$ cat config.mk
export PLATFORM = sky130hd
export DESIGN_NAME = gsim_x_collector_flat
export DESIGN_NICKNAME = d
export VERILOG_FILES = /design/src/rtl/gsim_x_collector_if.sv /design/src/rtl/gsim_x_collector.sv /design/src/flat_wrapper.sv
export SDC_FILE = /design/constraint.sdc
export NUM_CORES = 1
export LEC_CHECK = 0
export BUFFER_PORTS_ARGS = -buffer_cell sky130_fd_sc_hd__buf_2
export CAP_MARGIN = 10
export CORE_UTILIZATION = 50
export DETAILED_ROUTE_END_ITERATION = 10
export PLACE_DENSITY = 0.68
export REMOVE_ABC_BUFFERS = 1
export SETUP_SLACK_MARGIN = 0.4
export SYNTH_ARGS = -nofsm -noshare
export SYNTH_HDL_FRONTEND = slang
export SYNTH_SLANG_ARGS = --single-unit
export TNS_END_PERCENT = 100
$ cat constraint.sdc
create_clock -name clk -period 6.4 [get_ports clk]
set_input_delay 0.64 -clock clk [delete_from_list [all_inputs] [get_ports clk]]
set_output_delay 0.64 -clock clk [all_outputs]
set_load 0.01 [all_outputs]
$ cat src/rtl/gsim_x_collector_if.sv
// Solver-to-consumer bus of the x collector: input frame stream, drained word stream, status pulses.
interface gsim_x_collector_if;
    logic        in_valid;
    logic [31:0] in_data;
    logic        o_valid;
    logic        o_ready;
    logic [15:0] o_data;
    logic [3:0]  o_idx;
    logic        o_last;
    logic        frame_drop;
    logic        short_frame;

    modport master (
        output in_valid, in_data, o_ready,
        input  o_valid, o_data, o_idx, o_last, frame_drop, short_frame
    );

    modport slave (
        input  in_valid, in_data, o_ready,
        output o_valid, o_data, o_idx, o_last, frame_drop, short_frame
    );
endinterface

$ cat src/rtl/gsim_x_collector.sv
// Ping-pong capture of Q16.16 solution frames, drained as rounded/saturated int16 words
// over valid/ready without ever stalling the solver.
module gsim_x_collector #(
    parameter int unsigned N     = 16,
    parameter int unsigned ROUND = 1
) (
    input logic              clk,
    input logic              reset,
    gsim_x_collector_if.slave bus
);
    localparam int unsigned IW       = $clog2(N);
    localparam logic [3:0]  LAST_IDX = 4'(N - 1);
    localparam logic [32:0] RND_ADD  = (ROUND != 0) ? 33'h0_0000_8000 : 33'h0;

    typedef enum logic [1:0] {B_FREE, B_FILLING, B_FULL} bank_t;
    typedef enum logic [1:0] {C_IDLE, C_FILL, C_SKIP}    cap_state_t;
    typedef enum logic       {D_IDLE, D_SEND}            drn_state_t;

    cap_state_t  c_state, c_state_n;
    drn_state_t  d_state, d_state_n;
    bank_t       bank_st [0:1];
    logic [31:0] mem [0:1][0:N-1];

    logic        wr_ptr, wr_ptr_n, rd_ptr, rd_ptr_n;
    logic [3:0]  wr_idx, wr_idx_n;
    logic        wr_en_c, cap_fill_c, cap_full_c, cap_free_c, drain_free_c;
    logic        frame_drop_q, frame_drop_n, short_frame_q, short_frame_n;
    logic        o_valid_q, o_valid_n, o_last_q, o_last_n;
    logic [15:0] o_data_q, o_data_n;
    logic [3:0]  o_idx_q, o_idx_n;

    logic [3:0]  rd_sel_c;
    logic [31:0] rd_word_c;
    logic [32:0] rd_sum_c;
    logic [15:0] rd_conv_c;
    logic        unused_frac;

    // Round/saturate the word the drain is about to present.
    assign rd_sel_c    = (d_state == D_SEND) ? o_idx_q + 4'd1 : 4'd0;
    assign rd_word_c   = mem[rd_ptr][rd_sel_c[IW-1:0]];
    assign rd_sum_c    = {rd_word_c[31], rd_word_c} + RND_ADD;
    assign rd_conv_c   = (rd_sum_c[32] != rd_sum_c[31]) ? 16'h7FFF : rd_sum_c[31:16];
    assign unused_frac = ^rd_sum_c[15:0];

    // Capture FSM: bank availability is judged on the registered bank state only.
    always_comb begin
        c_state_n     = c_state;
        wr_ptr_n      = wr_ptr;
        wr_idx_n      = wr_idx;
        wr_en_c       = 1'b0;
        cap_fill_c    = 1'b0;
        cap_full_c    = 1'b0;
        cap_free_c    = 1'b0;
        frame_drop_n  = 1'b0;
        short_frame_n = 1'b0;
        case (c_state)
            C_IDLE: begin
                if (bus.in_valid) begin
                    if (bank_st[wr_ptr] == B_FREE) begin
                        wr_en_c    = 1'b1;
                        cap_fill_c = 1'b1;
                        wr_idx_n   = 4'd1;
                        c_state_n  = C_FILL;
                    end else begin
                        frame_drop_n = 1'b1;
                        c_state_n    = C_SKIP;
                    end
                end
            end
            C_FILL: begin
                if (bus.in_valid) begin
                    wr_en_c = 1'b1;
                    if (wr_idx == LAST_IDX) begin
                        cap_full_c = 1'b1;
                        wr_ptr_n   = ~wr_ptr;
                        wr_idx_n   = 4'd0;
                        c_state_n  = C_SKIP;
                    end else begin
                        wr_idx_n = wr_idx + 4'd1;
                    end
                end else begin
                    cap_free_c    = 1'b1;
                    short_frame_n = 1'b1;
                    wr_idx_n      = 4'd0;
                    c_state_n     = C_IDLE;
                end
            end
            C_SKIP: begin
                if (!bus.in_valid) begin
                    c_state_n = C_IDLE;
                end
            end
            default: c_state_n = C_IDLE;
        endcase
    end

    // Drain FSM: output register only moves on a handshake.
    always_comb begin
        d_state_n    = d_state;
        rd_ptr_n     = rd_ptr;
        drain_free_c = 1'b0;
        o_valid_n    = o_valid_q;
        o_data_n     = o_data_q;
        o_idx_n      = o_idx_q;
        o_last_n     = o_last_q;
        case (d_state)
            D_IDLE: begin
                if (bank_st[rd_ptr] == B_FULL) begin
                    o_valid_n = 1'b1;
                    o_data_n  = rd_conv_c;
                    o_idx_n   = 4'd0;
                    o_last_n  = (LAST_IDX == 4'd0);
                    d_state_n = D_SEND;
                end
            end
            D_SEND: begin
                if (o_valid_q && bus.o_ready) begin
                    if (o_last_q) begin
                        o_valid_n    = 1'b0;
                        o_last_n     = 1'b0;
                        drain_free_c = 1'b1;
                        rd_ptr_n     = ~rd_ptr;
                        d_state_n    = D_IDLE;
                    end else begin
                        o_data_n = rd_conv_c;
                        o_idx_n  = o_idx_q + 4'd1;
                        o_last_n = ((o_idx_q + 4'd1) == LAST_IDX);
                    end
                end
            end
            default: d_state_n = D_IDLE;
        endcase
    end

    always_ff @(posedge clk) begin
        if (reset) begin
            c_state       <= C_IDLE;
            d_state       <= D_IDLE;
            wr_ptr        <= 1'b0;
            rd_ptr        <= 1'b0;
            wr_idx        <= 4'd0;
            frame_drop_q  <= 1'b0;
            short_frame_q <= 1'b0;
            o_valid_q     <= 1'b0;
            o_data_q      <= 16'd0;
            o_idx_q       <= 4'd0;
            o_last_q      <= 1'b0;
        end else begin
            c_state       <= c_state_n;
            d_state       <= d_state_n;
            wr_ptr        <= wr_ptr_n;
            rd_ptr        <= rd_ptr_n;
            wr_idx        <= wr_idx_n;
            frame_drop_q  <= frame_drop_n;
            short_frame_q <= short_frame_n;
            o_valid_q     <= o_valid_n;
            o_data_q      <= o_data_n;
            o_idx_q       <= o_idx_n;
            o_last_q      <= o_last_n;
        end
    end

    // Capture and drain always touch different banks, so both updates may land together.
    always_ff @(posedge clk) begin
        if (reset) begin
            bank_st[0] <= B_FREE;
            bank_st[1] <= B_FREE;
        end else begin
            if (cap_fill_c)   bank_st[wr_ptr] <= B_FILLING;
            if (cap_full_c)   bank_st[wr_ptr] <= B_FULL;
            if (cap_free_c)   bank_st[wr_ptr] <= B_FREE;
            if (drain_free_c) bank_st[rd_ptr] <= B_FREE;
        end
    end

    always_ff @(posedge clk) begin
        if (wr_en_c) begin
            mem[wr_ptr][wr_idx[IW-1:0]] <= bus.in_data;
        end
    end

    assign bus.o_valid     = o_valid_q;
    assign bus.o_data      = o_data_q;
    assign bus.o_idx       = o_idx_q;
    assign bus.o_last      = o_last_q;
    assign bus.frame_drop  = frame_drop_q;
    assign bus.short_frame = short_frame_q;
endmodule
$ cat src/flat_wrapper.sv
// flat-port wrapper written by rule: the top's interface ports become plain ports
module gsim_x_collector_flat 
#(
    parameter int unsigned N     = 16,
    parameter int unsigned ROUND = 1
)
  (clk, reset, bus_in_valid, bus_in_data, bus_o_ready, bus_o_valid, bus_o_data, bus_o_idx, bus_o_last, bus_frame_drop, bus_short_frame);
  gsim_x_collector_if bus_i ();
  input logic clk;
  input logic reset;
  input wire logic [$bits(bus_i.in_valid)-1:0] bus_in_valid;
  input wire logic [$bits(bus_i.in_data)-1:0] bus_in_data;
  input wire logic [$bits(bus_i.o_ready)-1:0] bus_o_ready;
  output wire logic [$bits(bus_i.o_valid)-1:0] bus_o_valid;
  output wire logic [$bits(bus_i.o_data)-1:0] bus_o_data;
  output wire logic [$bits(bus_i.o_idx)-1:0] bus_o_idx;
  output wire logic [$bits(bus_i.o_last)-1:0] bus_o_last;
  output wire logic [$bits(bus_i.frame_drop)-1:0] bus_frame_drop;
  output wire logic [$bits(bus_i.short_frame)-1:0] bus_short_frame;
  assign bus_i.in_valid = bus_in_valid;
  assign bus_i.in_data = bus_in_data;
  assign bus_i.o_ready = bus_o_ready;
  assign bus_o_valid = bus_i.o_valid;
  assign bus_o_data = bus_i.o_data;
  assign bus_o_idx = bus_i.o_idx;
  assign bus_o_last = bus_i.o_last;
  assign bus_frame_drop = bus_i.frame_drop;
  assign bus_short_frame = bus_i.short_frame;
  gsim_x_collector #(.N(N), .ROUND(ROUND)) u_core (.clk(clk), .reset(reset), .bus(bus_i));
endmodule
Word-level counts from Yosys, hierarchy flattened:

Memory sizes are Yosys's and may differ from the RTL's. A register that Yosys moved wholly into a read port is not among the register bits.
Index checks and enable logic that the tools add are counted.

* memories: 2
* memory bits (writable): 1028
* word-level logic and storage cells: 139
* register bits after elaboration: 33
* input bits: 36
* output and inout port bits: 24

* order comparisons: 3
* multiplexer cells: 82
* bitwise operators: 9
* reduce and logical (&&, ||, !) cells: 15
* $add $sub $neg: 3
* eq/ne operators: 14

Memory list
* u_core.mem: depth 2, width 512, read ports 1, clocked after Yosys merged registers in 1, wr ports 1, line gsim_x_collector.sv:22 `logic [31:0] mem [0:1][0:N-1];`
* u_core.bank_st: depth 2, width 2, read ports 2, clocked after Yosys merged registers in 2, wr ports 2, line gsim_x_collector.sv:21 `bank_t bank_st [0:1];`

Operators by type and width (count)
* two-way mux 512 bit: 1
* binary-select mux 32 bit (select 4 bit): 1
* demux 32 bit (select 4 bit): 1
* two-way mux 32 bit: 3
* two-way mux 16 bit: 4
* two-way mux 1 bit: 47
* adder 32 x 17 -> 33 bit (second input constant): 1
* two-way mux 4 bit: 8
* one-hot mux 16 bit (2 select lines): 1
* two-way mux 2 bit: 9
* AND reduction 3 bit: 6
* one-hot mux 4 bit (2 select lines): 2
* >= comparator 5 bit (second input constant): 2
* inequality test 2 bit (second input constant): 5
* inverter 4 -> 5 bit: 2
* adder 4 x 1 -> 4 bit (second input constant): 2
* == test 4 bit (second input constant): 2
* one-hot mux 1 bit (2 select lines): 4
* one-hot mux 2 bit (3 select lines): 1
* less-than comparator 5 x 1 -> 1 bit (second input constant): 1
* inverter 1 bit: 5
* == test 2 bit (second input constant): 2
* zero test 2 bit: 2
* inequality test 2 x 1 -> 1 bit (second input constant): 2
* other kinds (9): 12

Longest topological paths before layout:

Gate-level depths: netlist of the first run.

* word-level depth: 12
* depth in mapped cells: 21
* gate-level depth less buffers: 16

Worst setup path before layout of the first run:

OpenSTA, ideal clock, no wires.

* path kind: register to register
* from: register u_core.o_idx_q[0], in the netlist u_core.bus.o_idx[0]
* to: register u_core.o_data_q[10], in the netlist u_core.bus.o_data[10]
* data required time: 6.261 ns
* setup time: 0.139 ns
* setup slack: 1.685 ns
* cell stages (with the launch flop): 21
* clock period less this slack: 4.715 ns
* path buffers: 4
* arrival: 4.576 ns
* cell sequence: dfxtp_1 buf_2 inv_1 clkbuf_1 ha_1 and3b_1 clkbuf_1 a22oi_1 a21oi_1 o22ai_1 or4_1 ha_1 a21boi_0 a32oi_1 nor4_4 nand3_1 xor2_1 ha_1 a21oi_1 clkbuf_1 a211oi_1

* word-level cells in the longest chain between the ends: 12
* elaborated cells on any way between the ends: 13
* those cells by class: add/sub (2); eq/ne (1); mux (9); bitwise (1)

RTL lines
* start: declaration: line gsim_x_collector.sv:30 `logic [3:0] o_idx_q, o_idx_n;`
* start signal: assignment: line gsim_x_collector.sv:158 `o_idx_q <= o_idx_n;`
* adder 4 x 1 -> 4 bit (*): line gsim_x_collector.sv:39 `assign rd_sel_c = (d_state == D_SEND) ? o_idx_q + 4'd1 : 4'd0;`
* two-way mux 4 bit (*): line gsim_x_collector.sv:39
* inverter 4 -> 5 bit (not written as such) (*): line gsim_x_collector.sv:40 `assign rd_word_c = mem[rd_ptr][rd_sel_c[IW-1:0]];`
* binary-select mux 32 bit (select 4 bit) (*): line gsim_x_collector.sv:40
* two-way mux 32 bit (not written as such) (*) (2 in series): line gsim_x_collector.sv:40
* adder 32 x 17 -> 33 bit (*): line gsim_x_collector.sv:41 `assign rd_sum_c = {rd_word_c[31], rd_word_c} + RND_ADD;`
* inequality test 1 bit: line gsim_x_collector.sv:42 `assign rd_conv_c = (rd_sum_c[32] != rd_sum_c[31]) ? 16'h7FFF : rd_sum_c[31:16];`
* two-way mux 16 bit (*): line gsim_x_collector.sv:42
* two-way mux 16 bit: line gsim_x_collector.sv:118 `if (o_last_q) begin`
* two-way mux 16 bit: line gsim_x_collector.sv:117 `if (o_valid_q && bus.o_ready) begin`
* one-hot mux 16 bit (2 select lines) (*): line gsim_x_collector.sv:106 `case (d_state)`
* end signal: assignment: line gsim_x_collector.sv:157 `o_data_q <= o_data_n;`
* end: declaration: line gsim_x_collector.sv:29 `logic [15:0] o_data_q, o_data_n;`

Mark *: on every way between the ends. The rest lies on a longest branch, timed or not. The select of a mux whose other input is x is not followed.
A chain may end at the register's enable or synchronous reset.

Final worst setup path of the first run:

* from: register u_core.o_idx_q[0], in the netlist u_core.bus.o_idx[0]
* to: register u_core.o_data_q[11], in the netlist u_core.bus.o_data[11]

The elaborated chain is that of the path after synthesis.

==> metrics, run 1 <==
commonest non-fill, non-tap cells in the layout sky130_fd_sc_hd__edfxtp_1, sky130_fd_sc_hd__mux2i_1, sky130_fd_sc_hd__nand2_1; fin crit share slightly below 90%; clock latency on the worst-skew pair 0.62 ns; clock slew seen by the registers of the worst setup and hold paths around 0.06 ns; starting density of the core 50.8%; relative max-transition margin between 30% and 40%; global-route wire length before repair 86,000 um; Yosys reg bits ~580; setup clock skew after layout about 0.015 ns; highest clock rate ~0.18 GHz; per-cell via count in the routed design roughly 6.3; initial drt markers between 1,500 and 2,000; share of post-route cells with drive strength above 1 about a fifth; FFs w/ async S/R, synth 0%; number of clock sinks a little under 600; unrepaired setup endpoints after global routing false; overall routing resource usage roughly a quarter; Routed wire per std cell 28.6 um; largest net degree at the start of global routing 47; synthesized instance count approximately 1,400; relative contribution of sequential cells to total power 55.2%; routability cong. between 0.8 and 0.9; Syn. warnings 0; number of detailed-route iterations in the first pass 8; largest buffer count on any clock path 3; setup slack of the critical path after layout around 0.76 ns; required time reported for the critical path endpoint 6.86 ns; Post-layout nets 1,481; highest fanout seen on the critical path 28; global route overflow 0; share of power burned in the clock network around 42%; aggregate routed wire length between 50,000 and 60,000 um; number of placement rows 79; kind of capture point of the worst setup path flip-flop; Fillers roughly 3,600; worst slack at placement between 0.8 and 0.9 ns; EDFF count, synth about 540; quantity of gates resized following cts 0; Ports 60; max-cap violations 0; Leakage approximately 8.1 nW; number of nets still failing antenna checks after routing 0; initial antenna violation count 1; internal power about 6.1 mW; storage element area between 15,000 and 20,000 um2; number of port buffers between 40 and 50; status complete, no violations; fraction of power spent switching nets a little over 20%; number of remaining DRC errors 0; CTS HTree Levels 2; area of combinational cells with multiple inputs slightly above 6000 um2; overall die width about 220 um; slew at the pin with the worst max-slew slack approximately 1 ns; Hold Slack approximately 0.34 ns; Switching Power 1.53 mW; clock tree from TritonCTS built; final-report setup violation count 0; post-synth design cell area roughly 24,000 um2; post-synthesis area per instance ~17 um2; combinational share of power under 10%; master cell of the clock root buffer sky130_fd_sc_hd__clkbuf_16; via count of the first global-routing pass roughly 13,000; Die Height between 200 and 250 um; type of element launching the critical path flip-flop; maximum ir drop on the vdd rail about 210 uV; final critical-path required period ~5.6 ns; count of hold buffers inserted by post-cts repair 0; Vias 13,207; Layout Area Growth over Synthesis 11.7%; power density over cell area 288 nW/um2; count of distinct cell types in the synthesized netlist 80; DP Wirelength approximately 35,000 um; CTS Buf Count 56; sequential element share of the synthesized area between 70% and 80%; critical path arrival between 6 and 7 ns; Post-synth top flop sky130_fd_sc_hd__edfxtp_1; postcts setup bufs 0; die area slightly below 50,000 um2; final number of hold-violating endpoints 0; path type of the worst min-delay path input pin to flip-flop; most frequent standard cell in the layout excluding fill and tap cells sky130_fd_sc_hd__edfxtp_1; area of the placeable core about 47,000 um2; number of max-slew violations in the final report 0; WS Path Type flip-flop to flip-flop
[state kept, by name, indices dropped and copies added (netlist names), named ones only]
name	flops
u_core.bank_st	4
u_core.bus.frame_drop	1
u_core.bus.o_data	16
u_core.bus.o_idx	4
u_core.bus.o_last	1
u_core.bus.o_valid	1
u_core.bus.short_frame	1
u_core.c_state	2
u_core.d_state	1
u_core.mem	544
u_core.rd_ptr	1
u_core.wr_idx	4
u_core.wr_ptr	1
[cells by family after synthesis]
kind of cell | after synthesis | synth area share, %
flip-flops | 583 | 72.4
AND/OR/NAND/NOR | 283 | 5.96
AO/OA/AOI/OAI | 199 | 6.37
multiplexers | 194 | 11.7
buffers and inverters | 90 | 2.42
XOR/XNOR | 20 | 0.741
adder cells (fa/ha/maj) | 8 | 0.423
[routing by layer]
layer / vias up / global-route usage (%) / wire [um]
li1: 5656 / - / -
met1: 6746 / 34.1 / 24000
met2: 669 / 39.4 / 27700
met3: 136 / 6.28 / 5730
met4: 0 / 10.4 / 2390
met5: - / 0 / 0
[synth_stat cells (6+ instances only)]
library cell,n,area (um2)
sky130_fd_sc_hd__a32oi_1,8,70.1
sky130_fd_sc_hd__and3_1,8,50.1
sky130_fd_sc_hd__buf_6,13,146
sky130_fd_sc_hd__nand3_1,33,165
sky130_fd_sc_hd__dfxtp_1,39,781
sky130_fd_sc_hd__o211ai_1,7,52.6
sky130_fd_sc_hd__xor2_1,8,70.1
sky130_fd_sc_hd__ha_1,8,100
sky130_fd_sc_hd__mux2i_1,124,1240
sky130_fd_sc_hd__nand2_1,73,274
sky130_fd_sc_hd__a22oi_1,26,195
sky130_fd_sc_hd__o2111ai_1,6,52.6
sky130_fd_sc_hd__nand3b_1,7,52.6
sky130_fd_sc_hd__nand4_1,8,50.1
sky130_fd_sc_hd__nor2_1,86,323
sky130_fd_sc_hd__nor3_1,6,30.0
sky130_fd_sc_hd__a31oi_1,13,81.3
sky130_fd_sc_hd__buf_4,9,67.6
sky130_fd_sc_hd__edfxtp_1,544,16300
sky130_fd_sc_hd__o22ai_1,14,87.6
sky130_fd_sc_hd__a211oi_1,24,180
sky130_fd_sc_hd__buf_2,29,145
sky130_fd_sc_hd__inv_1,8,30.0
sky130_fd_sc_hd__a21oi_1,22,110
sky130_fd_sc_hd__nand2b_1,9,56.3
sky130_fd_sc_hd__mux4_2,61,1370
sky130_fd_sc_hd__clkbuf_1,22,82.6
sky130_fd_sc_hd__o21ai_0,14,70.1
sky130_fd_sc_hd__a221o_1,14,140
sky130_fd_sc_hd__xnor2_1,12,105
sky130_fd_sc_hd__nor2b_1,17,106
sky130_fd_sc_hd__nor3b_1,13,97.6
[area by class of cell]
cell class	instances	area share, %
Tap cell	607	2.88
Inverter	8	0.114
Antenna cell	1	0.00948
Clock inverter	23	0.791
Multi-Input combinational cell	704	23.3
Sequential cell	583	64.8
Timing Repair Buffer	84	2.11
Clock buffer	81	5.97
[per-stage QoR]
| step | TNS (ns) | utilization, % | instance area [um2] | cells | power [mW] |
|---|---|---|---|---|---|
| after floorplan | -72.76 | - | 23100 | 1295 | 4.35 |
| after global placement | 0 | 52.9 | 24600 | 1986 | 4.46 |
| after detailed placement | 0 | 52.9 | 24600 | 1986 | 4.46 |
| after CTS | 0 | 56.7 | 26400 | 2090 | 7.64 |
| after global routing | 0 | 56.7 | 26400 | 2091 | 7.79 |
| final | 0 | 56.7 | 26400 | 2091 | 7.60 |
[worst max-delay path: stages, from the launching register on]
cell	delay, ns
sky130_fd_sc_hd__dfxtp_1	0.36
sky130_fd_sc_hd__inv_1	0.21
sky130_fd_sc_hd__ha_1	0.86
sky130_fd_sc_hd__and3b_2	0.31
sky130_fd_sc_hd__buf_4	0.28
sky130_fd_sc_hd__a22oi_1	0.29
sky130_fd_sc_hd__a21o_1	0.15
sky130_fd_sc_hd__o311ai_0	0.18
sky130_fd_sc_hd__nand3b_1	0.26
sky130_fd_sc_hd__ha_1	0.24
sky130_fd_sc_hd__a21boi_0	0.20
sky130_fd_sc_hd__a32oi_1	0.16
sky130_fd_sc_hd__nor4_4	0.45
sky130_fd_sc_hd__nand3_1	0.14
sky130_fd_sc_hd__xor2_1	0.17
sky130_fd_sc_hd__ha_1	0.32
sky130_fd_sc_hd__a21oi_1	0.51
sky130_fd_sc_hd__buf_4	0.28
sky130_fd_sc_hd__a211oi_1	0.08
[path summary, 6_finish.rpt]
kind                                           from                                 end  slack, ns  cells after the start
setup / recovery   u_core.bus.o_idx[0]$_SDFFE_PP0P_  u_core.bus.o_data[11]$_SDFFE_PP0P_       0.76                     18
hold / removal                         bus_in_valid   u_core.bus.short_frame$_SDFF_PP0_       0.34                      2
setup reg to reg   u_core.bus.o_idx[0]$_SDFFE_PP0P_  u_core.bus.o_data[11]$_SDFFE_PP0P_       0.76                     18
hold reg to reg   u_core.bus.o_data[0]$_SDFFE_PP0P_   u_core.bus.o_data[0]$_SDFFE_PP0P_       0.51                      2
[power by group through the flow]
stage | Sequential, mW | Combinational [mW] | Clock (mW)
3_5_place_dp | 4.28 | 0.188 | 0
5_1_grt | 4.19 | 0.204 | 3.40
4_1_cts | 4.19 | 0.189 | 3.26
6_report | 4.19 | 0.192 | 3.22
3_3_place_gp | 4.27 | 0.182 | 0
2_1_floorplan | 4.28 | 0.0793 | 0
Power figures use the tool's default switching activity.
==> run 2, diff against run 1 <==
CORE_UTILIZATION = 40   (was 50)
PLACE_DENSITY = 0.57   (was 0.68)
SLEW_MARGIN = 20   (was default)
==> metrics, run 2 (synthesis gave the netlist of run 1 again) <==
status complete, no violations (unchanged); number of detailed-route iterations in the first pass 5 (was 8); highest cell delay on the worst timing path 0.49 ns (was 0.86 ns); highest fanout seen on the critical path 24 (was 28); largest net degree at the start of global routing 60 (was 47); clock latency on the worst-skew pair 0.63 ns (was 0.62 ns); commonest non-fill, non-tap cells in the layout sky130_fd_sc_hd__edfxtp_1, sky130_fd_sc_hd__mux2i_1, sky130_fd_sc_hd__nand2_1 (unchanged); number of clock sinks 583 (unchanged); CTS Buf Count 60 (was 56); CTS HTree Levels 2 (unchanged); DP Wirelength 36,100 um (was 34,600 um); initial antenna violation count 4 (was 1); postcts setup bufs 0 (unchanged); per-cell via count in the routed design 5.68 (was 6.32); worst slack at placement 1.26 ns (was 0.881 ns); relative max-transition margin 36.8% (was 34.3%); Routed wire per std cell 26.8 um (was 28.6 um); depth of the worst register-to-register path 19 (was 18); critical path arrival 5.67 ns (was 6.09 ns); max FFs per register 544 (unchanged); number of port buffers 44 (unchanged); overall die width 245 um (was 219 um); Layout Area Growth over Synthesis 13.1% (was 11.7%); clock tree from TritonCTS built (unchanged); final number of hold-violating endpoints 0 (unchanged); RR Startpoint u_core.bus.o_idx[0]$_SDFFE_PP0P_ (unchanged); final std cell area, no fill 26,700 um2 (was 26,400 um2); kind of capture point of the worst setup path flip-flop (unchanged); Ports 60 (unchanged); Total Negative Setup Slacks 0 ns (unchanged); internal power 6.16 mW (was 6.07 mW); combinational share of power 2.5% (about the same); clock slew seen by the registers of the worst setup and hold paths 0.06 ns (about the same); routability cong. 0.825 (was 0.875); largest buffer count on any clock path 3 (unchanged); area of the placeable core 58,000 um2 (was 46,600 um2); Hold Slack 0.295 ns (was 0.336 ns); fin crit share 81.5% (was 88.1%); quantity of gates resized following cts 0 (unchanged); hold-critical path depth 2 (unchanged); utilization of the core after routing 46.1% (was 56.7%); master cell of the clock root buffer sky130_fd_sc_hd__clkbuf_16 (unchanged); path type of the worst min-delay path input pin to flip-flop (unchanged); fraction of power spent switching nets 20.4% (was 20.2%); final-report setup violation count 0 (unchanged); setup slack of the critical path after layout 1.19 ns (was 0.763 ns); Leakage 8.21 nW (was 8.05 nW); number of remaining DRC errors 0 (unchanged); slew at the pin with the worst max-slew slack 0.936 ns (was 0.983 ns); via count of the first global-routing pass 12,882 (was 12,951); Setup crit start u_core.bus.o_idx[0]$_SDFFE_PP0P_ (unchanged); type of element launching the critical path flip-flop (unchanged); highest clock rate 0.192 GHz (was 0.177 GHz); power density over cell area 290 nW/um2 (was 288 nW/um2); max-cap violations 0 (unchanged); starting density of the core 40.8% (was 50.8%); relative contribution of sequential cells to total power 54.2% (was 55.2%); launch point of the worst hold path bus_in_valid (unchanged); required time reported for the critical path endpoint 6.86 ns (about the same); overall routing resource usage 20.5% (was 25.3%); library cell contributing the largest single delay on the critical path sky130_fd_sc_hd__or4_1 (was sky130_fd_sc_hd__ha_1); setup clock skew after layout 0.0223 ns (was 0.0153 ns); initial drt markers 1,234 (was 1,627); aggregate routed wire length 60,800 um (was 59,800 um); count of hold buffers inserted by post-cts repair 0 (unchanged); standard cell area after detailed placement 24,800 um2 (was 24,600 um2); Vias 12,921 (was 13,207); Switching Power 1.58 mW (was 1.53 mW); Post-layout nets 1,502 (was 1,481); unrepaired setup endpoints after global routing false (unchanged); number of max-slew violations in the final report 0 (unchanged); global-route wire length before repair 89,300 um (was 86,000 um); Die Height 245 um (was 219 um); number of nets still failing antenna checks after routing 0 (unchanged); most frequent standard cell in the layout excluding fill and tap cells sky130_fd_sc_hd__edfxtp_1 (unchanged); cells traversed along the worst timing path inv_1, ha_1, buf_4, nor3b_2, buf_4, a22oi_1, a21oi_1, o22ai_1, or4_1, ha_1, a21boi_0, a32oi_1, nor4_4, nand3_1, xor2_1, ha_1, a21oi_1, buf_4, a211oi_1 (was inv_1, ha_1, and3b_2, buf_4, a22oi_1, a21o_1, o311ai_0, nand3b_1, ha_1, a21boi_0, a32oi_1, nor4_4, nand3_1, xor2_1, ha_1, a21oi_1, buf_4, a211oi_1); share of power burned in the clock network 43.3% (was 42.3%); WS Path Type flip-flop to flip-flop (unchanged); Fillers 4,909 (was 3,562); die area 60,100 um2 (was 48,200 um2); number of placement rows 88 (was 79); maximum ir drop on the vdd rail 161 uV (was 210 uV); global route overflow 0 (unchanged); final critical-path required period 5.21 ns (was 5.64 ns); share of post-route cells with drive strength above 1 20.4% (was 18.7%)
[run 2: changes by cell type in the layout (fill, tap and decap cells not counted), moves of 2 or more]
cell and change:
sky130_fd_sc_hd__nor2_2 +20, sky130_fd_sc_hd__nor2_4 -20, sky130_fd_sc_hd__buf_4 +19, sky130_fd_sc_hd__clkbuf_1 -9
sky130_fd_sc_hd__clkbuf_16 +8, sky130_fd_sc_hd__bufinv_16 -3, sky130_fd_sc_hd__clkbuf_4 +3, sky130_fd_sc_hd__clkinv_1 +3
sky130_fd_sc_hd__clkinv_2 +3, sky130_fd_sc_hd__clkinv_4 +3, sky130_fd_sc_hd__buf_12 -2
[run 2: area by class of cell]
class | instances | area (um2) | area share, %
clock inverter | 27 | 134 | 0.501
tap | 765 | 957 | 3.58
timing repair buffer | 101 | 661 | 2.47
sequential | 583 | 17100 | 64.0
antenna | 1 | 2.50 | 0.00936
multi-input combinational | 704 | 6050 | 22.6
clock buffer | 84 | 1780 | 6.66
inverter | 8 | 30.0 | 0.112
[run 2: power by group through the flow]
stage          registers [mW]  logic [mW]  clock network (mW)
2_1_floorplan            4.28      0.0793                   0
3_3_place_gp             4.27       0.188                   0
3_5_place_dp             4.28       0.193                   0
4_1_cts                  4.20       0.194                3.42
5_1_grt                  4.20       0.211                3.57
6_report                 4.20       0.194                3.35
[run 2: routing by layer]
layer  global-route usage [%]  wire length [um]  vias up
met2                     32.9             29000      430
met1                     28.7             26500     6706
met3                     3.91              4080       92
met4                     5.24              1280        4
li1                         -                 -     5689
met5                        0                31        -
[run 2: worst max-delay path: cells and delay by family, from the launching register on]
family	cells	cell delay [ns]
AOI/OAI and AO/OA	7	1.48
buffers and inverters	4	1.20
and+or+nand+nor	4	0.98
adders and majority gates	3	0.89
DFF	1	0.32
xor gates and xnor gates	1	0.16
[run 2: path summary, 6_finish.rpt]
path                                                     endpoint  slack [ns]
worst max-delay path            u_core.bus.o_data[7]$_SDFFE_PP0P_        1.19
worst min-delay path            u_core.bus.short_frame$_SDFF_PP0_        0.29
worst max register to register  u_core.bus.o_data[7]$_SDFFE_PP0P_        1.19
worst min register to register  u_core.bus.o_data[7]$_SDFFE_PP0P_        0.50
[run 2: per-stage QoR]
step                total power, mW  cells
global route                   7.98   2272
finish                         7.74   2273
CTS                            7.81   2272
global placement               4.46   2161
floorplan                      4.35   1295
detailed placement             4.47   2161
==> run 3, diff against run 2 <==
PLACE_DENSITY = 0.59   (was 0.57)
clock period = 4.6 ns   (was 6.4 ns; I/O delays follow)
==> metrics, run 3 (synthesis gave the netlist of run 1 again) <==
Post-layout nets 1,540 (was 1,502); highest cell delay on the worst timing path 0.39 ns (was 0.49 ns); number of placement rows 88 (unchanged); die area 60,100 um2 (unchanged); routability cong. 0.870 (was 0.825); number of max-slew violations in the final report 0 (unchanged); Hold Slack 0.124 ns (was 0.295 ns); status complete, no violations (unchanged); required time reported for the critical path endpoint 5.06 ns (was 6.86 ns); most frequent standard cell in the layout excluding fill and tap cells sky130_fd_sc_hd__edfxtp_1 (unchanged); overall routing resource usage 20.2% (was 20.5%); Die Height 245 um (unchanged); largest net degree at the start of global routing 43 (was 60); CTS HTree Levels 2 (unchanged); initial antenna violation count 2 (was 4); Layout Area Growth over Synthesis 14.9% (was 13.1%); largest buffer count on any clock path 3 (unchanged); area of the placeable core 58,000 um2 (unchanged); highest clock rate 0.246 GHz (was 0.192 GHz); critical path arrival 4.53 ns (was 5.67 ns); starting density of the core 40.8% (unchanged); number of detailed-route iterations in the first pass 5 (unchanged); Ports 60 (unchanged); count of hold buffers inserted by post-cts repair 0 (unchanged); final cell count without fillers 2,313 (was 2,273); final number of hold-violating endpoints 0 (unchanged); Routed wire per std cell 26.1 um (was 26.8 um); initial drt markers 1,103 (was 1,234); library cell contributing the largest single delay on the critical path sky130_fd_sc_hd__dfxtp_2 (was sky130_fd_sc_hd__or4_1); maximum ir drop on the vdd rail 271 uV (was 161 uV); WS Path Type flip-flop to flip-flop (unchanged); share of post-route cells with drive strength above 1 23.0% (was 20.4%); power density over cell area 395 nW/um2 (was 290 nW/um2); final critical-path required period 4.07 ns (was 5.21 ns); fin crit share 88.5% (was 81.5%); setup clock skew after layout 0.0243 ns (was 0.0223 ns); number of port buffers 44 (unchanged); slew at the pin with the worst max-slew slack 0.906 ns (was 0.936 ns); via count of the first global-routing pass 13,103 (was 12,882); number of nets still failing antenna checks after routing 0 (unchanged); clock slew seen by the registers of the worst setup and hold paths 0.06 ns (about the same); clock latency on the worst-skew pair 0.62 ns (was 0.63 ns); kind of capture point of the worst setup path flip-flop (unchanged); unrepaired setup endpoints after global routing false (unchanged); aggregate routed wire length 60,300 um (was 60,800 um); clock tree from TritonCTS built (unchanged); global-route wire length before repair 88,100 um (was 89,300 um); global route overflow 0 (unchanged); commonest non-fill, non-tap cells in the layout sky130_fd_sc_hd__edfxtp_1, sky130_fd_sc_hd__mux2i_1, sky130_fd_sc_hd__buf_4 (was sky130_fd_sc_hd__edfxtp_1, sky130_fd_sc_hd__mux2i_1, sky130_fd_sc_hd__nand2_1); per-cell via count in the routed design 5.68 (about the same); overall die width 245 um (unchanged); number of remaining DRC errors 0 (unchanged); number of clock sinks 583 (unchanged); master cell of the clock root buffer sky130_fd_sc_hd__clkbuf_16 (unchanged); max-cap violations 0 (unchanged); type of element launching the critical path flip-flop (unchanged); Leakage 8.41 nW (was 8.21 nW); Vias 13,139 (was 12,921); CTS Buf Count 59 (was 60); highest fanout seen on the critical path 10 (was 24); relative max-transition margin 39.4% (was 36.8%); path type of the worst min-delay path input pin to flip-flop (unchanged); cells traversed along the worst timing path inv_1, ha_4, and3b_2, buf_4, a22oi_1, mux2i_1, o2111a_1, a31o_2, a211oi_1, nor2b_1, nand3_1, xor2_1, ha_1, a21oi_4, buf_4, a211oi_1 (was inv_1, ha_1, buf_4, nor3b_2, buf_4, a22oi_1, a21oi_1, o22ai_1, or4_1, ha_1, a21boi_0, a32oi_1, nor4_4, nand3_1, xor2_1, ha_1, a21oi_1, buf_4, a211oi_1); max FFs per register 544 (unchanged); number of placed instances with taps included 2,188 (was 2,161); final-report setup violation count 0 (unchanged); DP Wirelength 36,500 um (was 36,100 um)
[run 3: repair_timing]
item | in CTS | in global routing
buffers inserted | 2 | 10
pin swaps | 2 | 4
endpoints found under the setup margin | 15 | 15
cloned | 0 | 0
gates resized for setup | 9 | 12
[run 3: area by class of cell]
cell class / count / area (um2)
diodes: 3 / 7.51
clock buffers: 85 / 1660
clock inverters: 25 / 199
fillers: 4887 / 30800
inverters: 8 / 30.0
multi-input cells: 704 / 6140
flip-flops and latches: 583 / 17100
well taps: 765 / 957
repair buffers: 140 / 1060
[run 3: path summary, 6_finish.rpt]
| kind | start | end | slack [ns] | depth (start not counted) |
|---|---|---|---|---|
| setup / recovery | u_core.bus.o_idx[0]$_SDFFE_PP0P_ | u_core.bus.o_data[14]$_SDFFE_PP0P_ | 0.53 | 16 |
| hold / removal | bus_in_valid | u_core.bus.short_frame$_SDFF_PP0_ | 0.12 | 2 |
| setup reg to reg | u_core.bus.o_idx[0]$_SDFFE_PP0P_ | u_core.bus.o_data[14]$_SDFFE_PP0P_ | 0.53 | 16 |
| hold reg to reg | u_core.bus.o_data[9]$_SDFFE_PP0P_ | u_core.bus.o_data[9]$_SDFFE_PP0P_ | 0.51 | 2 |
[run 3: where the power goes]
group / internal (mW) / switching (mW)
logic: 0.0783 / 0.209
registers: 5.83 / 0.00939
clock network: 2.66 / 1.94
total: 8.56 / 2.16
[run 3: worst max-delay path, delay by kind of cell, from the launching register on]
family	cells	cell delay (ns)
compound gates	6	1.42
xor+xnor	1	0.16
fa+ha+maj	2	0.70
buf+inv	3	0.50
flops	1	0.39
mux	1	0.13
simple gates	3	0.62
[run 3: per-layer routing]
| layer | GRT usage [%] | wire length (um) | up-vias |
|---|---|---|---|
| li1 | - | - | 5766 |
| met5 | 0 | 0 | - |
| met3 | 3.12 | 3930 | 111 |
| met2 | 32.7 | 28900 | 465 |
| met4 | 6.29 | 1680 | 0 |
| met1 | 28.0 | 25800 | 6797 |
[run 3: stage by stage]
step                      area (um2)  power, mW  utilization (%)  worst slack (ns)  TNS (ns)
after detailed placement       25100       6.22             43.3            0.0542         0
after global routing           27200       11.0             46.8             0.349         0
after global placement         25100       6.21             43.3            0.0870         0
final                          27200       10.7             46.8             0.530         0
after floorplan                23100       6.06                -             -5.90   -114.16
after CTS                      27000       10.8             46.6             0.406         0
